[src/rtl/seq_wide_adder_ctrl.sv]
// seq_wide_adder_ctrl
// Multi-cycle W-bit adder built from a single N-bit ripple-carry slice. The
// slice is sequenced over W/N chunks, least significant first, and the carry
// is chained between chunks. The result is bit-identical to a full-width
// adder with carry-in 0, including the signed overflow and unsigned carry
// flags.
//
// Optional feature macro: SEQ_ADDER_SUB_EN
//   When defined, the input 'sub' is added. With sub = 1 the operation is
//   X - Y, computed as X + ~Y + 1. In that case carry_out = 1 means no borrow.
//
// Ports:
//   clk       rising-edge clock
//   rst       synchronous active-high reset (priority over everything)
//   start     request a new operation; only sampled while ready = 1
//   sub       (SEQ_ADDER_SUB_EN only) 1 = subtract, latched with X/Y
//   X, Y      W-bit operands, latched on the accepting edge
//   ready     high in IDLE
//   done      one-cycle pulse when Z/overflow/carry_out are updated
//   Z         W-bit result, held until the next completion
//   overflow  signed overflow of the last completed operation
//   carry_out carry out of bit W-1 of the last completed operation
//   busy      high in RUN and DONE
module seq_wide_adder_ctrl #(
  parameter int W = 32,
  parameter int N = 8
) (
  input  logic         clk,
  input  logic         rst,
  input  logic         start,
`ifdef SEQ_ADDER_SUB_EN
  input  logic         sub,
`endif
  input  logic [W-1:0] X,
  input  logic [W-1:0] Y,
  output logic         ready,
  output logic         done,
  output logic [W-1:0] Z,
  output logic         overflow,
  output logic         carry_out,
  output logic         busy
);

  localparam int NCH = W / N;
  localparam int IW  = (NCH > 1) ? $clog2(NCH) : 1;

  typedef enum logic [1:0] {IDLE, RUN, DONE} state_t;

  state_t          r_state;
  logic [W-1:0]    r_xr;
  logic [W-1:0]    r_yr;
  logic [W-1:0]    r_psum;
  logic            r_carry;
  logic [IW-1:0]   r_idx;
  logic            r_ready;
  logic            r_done;
  logic            r_busy;
  logic [W-1:0]    r_z;
  logic            r_ovf;
  logic            r_cout;

  logic [N-1:0]    w_xc;
  logic [N-1:0]    w_yc;
  logic [N:0]      w_sum;
  logic            w_carryIntoMsb;
  logic            w_ovf;
  logic            w_lastChunk;
  logic [W-1:0]    w_psumNext;
  logic            w_subSel;

`ifdef SEQ_ADDER_SUB_EN
  assign w_subSel = sub;
`else
  assign w_subSel = 1'b0;
`endif

  // One N-bit slice of the wide adder, selected by the chunk index.
  // The carry into the chunk MSB is recovered as a ^ b ^ sum at that bit.
  // This also holds when N == 1, where that carry is simply r_carry.
  always_comb begin
    w_xc           = r_xr[r_idx*N +: N];
    w_yc           = r_yr[r_idx*N +: N];
    w_sum          = {1'b0, w_xc} + {1'b0, w_yc} + {{N{1'b0}}, r_carry};
    w_carryIntoMsb = w_xc[N-1] ^ w_yc[N-1] ^ w_sum[N-1];
    w_ovf          = w_carryIntoMsb ^ w_sum[N];
    w_lastChunk    = (r_idx == IW'(NCH - 1));
    w_psumNext     = r_psum;
    w_psumNext[r_idx*N +: N] = w_sum[N-1:0];
  end

  // Controller FSM with registered handshake and result outputs. Results are
  // loaded only on the edge that enters DONE, so they stay stable otherwise.
  always_ff @(posedge clk) begin
    if (rst) begin
      r_state <= IDLE;
      r_xr    <= '0;
      r_yr    <= '0;
      r_psum  <= '0;
      r_carry <= 1'b0;
      r_idx   <= '0;
      r_ready <= 1'b1;
      r_done  <= 1'b0;
      r_busy  <= 1'b0;
      r_z     <= '0;
      r_ovf   <= 1'b0;
      r_cout  <= 1'b0;
    end else begin
      case (r_state)
        IDLE: begin
          if (start) begin
            // Subtraction is X + ~Y + 1: invert Y and seed the carry with 1.
            r_xr    <= X;
            r_yr    <= w_subSel ? ~Y : Y;
            r_carry <= w_subSel;
            r_idx   <= '0;
            r_state <= RUN;
            r_ready <= 1'b0;
            r_busy  <= 1'b1;
          end
        end
        RUN: begin
          r_psum  <= w_psumNext;
          r_carry <= w_sum[N];
          r_idx   <= r_idx + 1'b1;
          if (w_lastChunk) begin
            r_z     <= w_psumNext;
            r_cout  <= w_sum[N];
            r_ovf   <= w_ovf;
            r_done  <= 1'b1;
            r_state <= DONE;
          end
        end
        DONE: begin
          r_done  <= 1'b0;
          r_busy  <= 1'b0;
          r_ready <= 1'b1;
          r_state <= IDLE;
        end
        default: begin
          r_state <= IDLE;
          r_done  <= 1'b0;
          r_busy  <= 1'b0;
          r_ready <= 1'b1;
        end
      endcase
    end
  end

  assign ready     = r_ready;
  assign done      = r_done;
  assign busy      = r_busy;
  assign Z         = r_z;
  assign overflow  = r_ovf;
  assign carry_out = r_cout;

endmodule

[config.mk]
export PLATFORM = sky130hd
export DESIGN_NAME = seq_wide_adder_ctrl
export DESIGN_NICKNAME = d
export VERILOG_FILES = /design/src/rtl/seq_wide_adder_ctrl.sv
export SDC_FILE = /design/constraint.sdc
export NUM_CORES = 1
export LEC_CHECK = 0
export BUFFER_PORTS_ARGS = -buffer_cell sky130_fd_sc_hd__buf_2
export CORE_ASPECT_RATIO = 0.5
export CORE_UTILIZATION = 50
export DETAILED_ROUTE_END_ITERATION = 6
export GPL_TIMING_DRIVEN = 0
export PLACE_DENSITY = 0.72
export REMOVE_ABC_BUFFERS = 1
export SLEW_MARGIN = 5
export SYNTH_ARGS = -nofsm -noshare
export SYNTH_HDL_FRONTEND = slang
export SYNTH_SLANG_ARGS = --single-unit
export TNS_END_PERCENT = 30
[constraint.sdc]
create_clock -name clk -period 9.7 [get_ports clk]
set_input_delay 1.455 -clock clk [delete_from_list [all_inputs] [get_ports clk]]
set_output_delay 1.455 -clock clk [all_outputs]
set_load 0.02 [all_outputs]
==> metrics.yaml <==
status: "complete, no violations"
rows: 27
layout_common_cells: "nand2_1 (138), dfxtp_1 (137), buf_2 (102)"
fmax_ghz: 0.228
synth_edf_count: 0
fin_tns_setup_ns: 0
insertion_delay_ns: 0.41
critPathMaxFanout: 21
grt_max_degree: 84
ctsHoldBuffers: 0
grt_pass1_wl_microns: 22500
drc: 0
nFillCells: 1014
cts_tree: "yes"
routed_via_density: 5.55
num_vias: 5055
grtUsageTotal_pct: 23.0
path_class: "register to register"
root_buffer: "clkbuf_16"
ys_warn_count: 0
path_clk_slew_ns: 0.06
power_density_mw_per_mm2: 196
post_cts_buffers: 0
setup_viol: 0
io_pins: 104
first_global_vias: 4645
power.total_mw: 1.39
cp.required_ns: 9.97
fin_nets: 820
wire_per_inst_microns: 14.9
drv_cap: 0
rsz0062_at_grt: "false"
wirelength_microns: 13600
timing.final.ws_setup_ns: 5.32
syn_area_sq_mm: 0.00594
cp-start-kind: "register"
htreeDepth: 4
final_max_slew_viol_count: 0
antenna_found_initial: 0
die-width_microns: 156
skew_ns: 0.00838
gp_congestion: 0.859
n_antenna_cell: 0
hold_viol: 0
ys_types: 51
drt_iter0_markers: 402
layout.cells.most_common: "nand2_1"
synth_flop_cell: "dfxtp_1"
hpwl_microns: 8770
core_area_sq_mm: 0.0113
firstDrtPassIters: 5
relSlewSlack_pct: 18.7
syn2layout_area_growth_pct: 19.3
die_h_microns: 79.1
synthArstFlopShare_pct: 0
cp.arrival_ns: 4.65
cts_buffers: 17
leakagePower_nw: 2.82
holdCritPathClass: "register to register"
ys_seq_area_share_pct: 46.5
synthCells: 665
post_cts_resized: 0
portBuffers: 103
fin_crit_sh_pct: 45.1
holdWs_ns: 0.452
avgSynthCellArea_sq_um: 8.94
worstSetupEndpointType: "register"
cts_sinks: 138
initial_core_util_pct: 52.7
yosys_register_bits: 138
cts_buffer_depth: 2
worst_pin_slew_ns: 1.22
ant_nets: 0
drive_gt1_share_pct: 23.3
irDropWorstVdd_mv: 0.0923
dieArea_sq_mm: 0.0124
dp_slack_ns: 5.40
fin_crit_ns: 4.38
grt-ovfl-total: 0
==> Yosys cell counts (8+ instances only) <==
master / instances / area share [%]
a21oi_1: 85 / 7.2
ha_1: 13 / 2.7
buf_2: 14 / 1.2
and3_1: 8 / 0.84
a211oi_1: 33 / 4.2
a32oi_1: 8 / 1.2
clkbuf_1: 30 / 1.9
inv_1: 10 / 0.63
nand2_1: 138 / 8.7
a22oi_1: 12 / 1.5
dfxtp_1: 138 / 46
nor3_1: 13 / 1.1
a221oi_1: 8 / 1.2
nor2_1: 60 / 3.8
mux4_2: 16 / 6.1
a32o_1: 8 / 1.3
o32ai_1: 10 / 1.5
==> where the power goes <==
| group | switching (mW) | internal, mW | leakage (nW) |
|---|---|---|---|
| Sequential | 0.0167 | 0.592 | 1.13 |
| Clock | 0.258 | 0.357 | 0.271 |
| Combinational | 0.101 | 0.0629 | 1.43 |
==> critical path, stage by stage (launching register included) <==
cell and delay (ns):
dfxtp_1 1.11, mux4_2 0.44, fa_1 0.48, fa_1 0.50
a211oi_1 0.44, nor4b_1 0.10, nand4b_1 0.56, a221oi_1 0.51
nor3_1 0.09
==> stage by stage <==
step           cells  util [%]  instance area [sq um]
5_1_grt          910      62.8                   7090
6_report         910      62.8                   7090
4_1_cts          910      62.8                   7090
3_5_place_dp     878      57.8                   6520
3_3_place_gp     875      57.0                   6430
2_1_floorplan    613         -                   5720
==> layer usage <==
layer  part of all wire [%]  GRT usage (%)  vias to the layer above
li1                       -              -                     2511
met1                     48           32.1                     2394
met2                     46           35.9                      139
met3                    5.3           5.68                       11
met4                   0.65           5.39                        0
met5                      0              0                        -
==> kinds of logic after synthesis <==
| logic type | Yosys count | share of synthesized area, % |
|---|---|---|
| buffers and inverters | 65 | 4.59 |
| muxes | 16 | 6.06 |
| AOI/OAI and AO/OA | 179 | 20.4 |
| adders and majority gates | 15 | 3.41 |
| xor gates and xnor gates | 7 | 1.16 |
| DFF | 138 | 46.5 |
| and+or+nand+nor | 245 | 17.9 |
==> registers in the layout (all words and copies together) (netlist names) <==
signal     count
r_yr          32
r_idx          2
done           1
r_state        2
Z             32
r_xr          32
ready          1
r_carry        1
overflow       1
r_psum        32
busy           1
carry_out      1
==> final cells by class <==
| cell class | instances | area (sq um) | share of cell area (%) |
|---|---|---|---|
| Inverter | 13 | 48.8 | 0.688 |
| Sequential cell | 138 | 2760 | 39.0 |
| Timing Repair Buffer | 106 | 586 | 8.26 |
| Clock inverter | 15 | 141 | 1.99 |
| Multi-Input combinational cell | 462 | 2930 | 41.3 |
| Clock buffer | 17 | 425 | 6.00 |
| Tap cell | 159 | 199 | 2.81 |
==> worst paths after layout <==
check	start	end	slack [ns]	cells past startpoint
min reg2reg	r_xr[8]$_SDFFE_PP0P_	r_xr[8]$_SDFFE_PP0P_	0.45	2
min	r_xr[8]$_SDFFE_PP0P_	r_xr[8]$_SDFFE_PP0P_	0.45	2
max	r_idx[1]$_SDFFE_PP0P_	Z[6]$_SDFFE_PP0P_	5.32	8
max reg2reg	r_idx[1]$_SDFFE_PP0P_	Z[6]$_SDFFE_PP0P_	5.32	8
No activity file was read; power rests on OpenSTA's default activity.
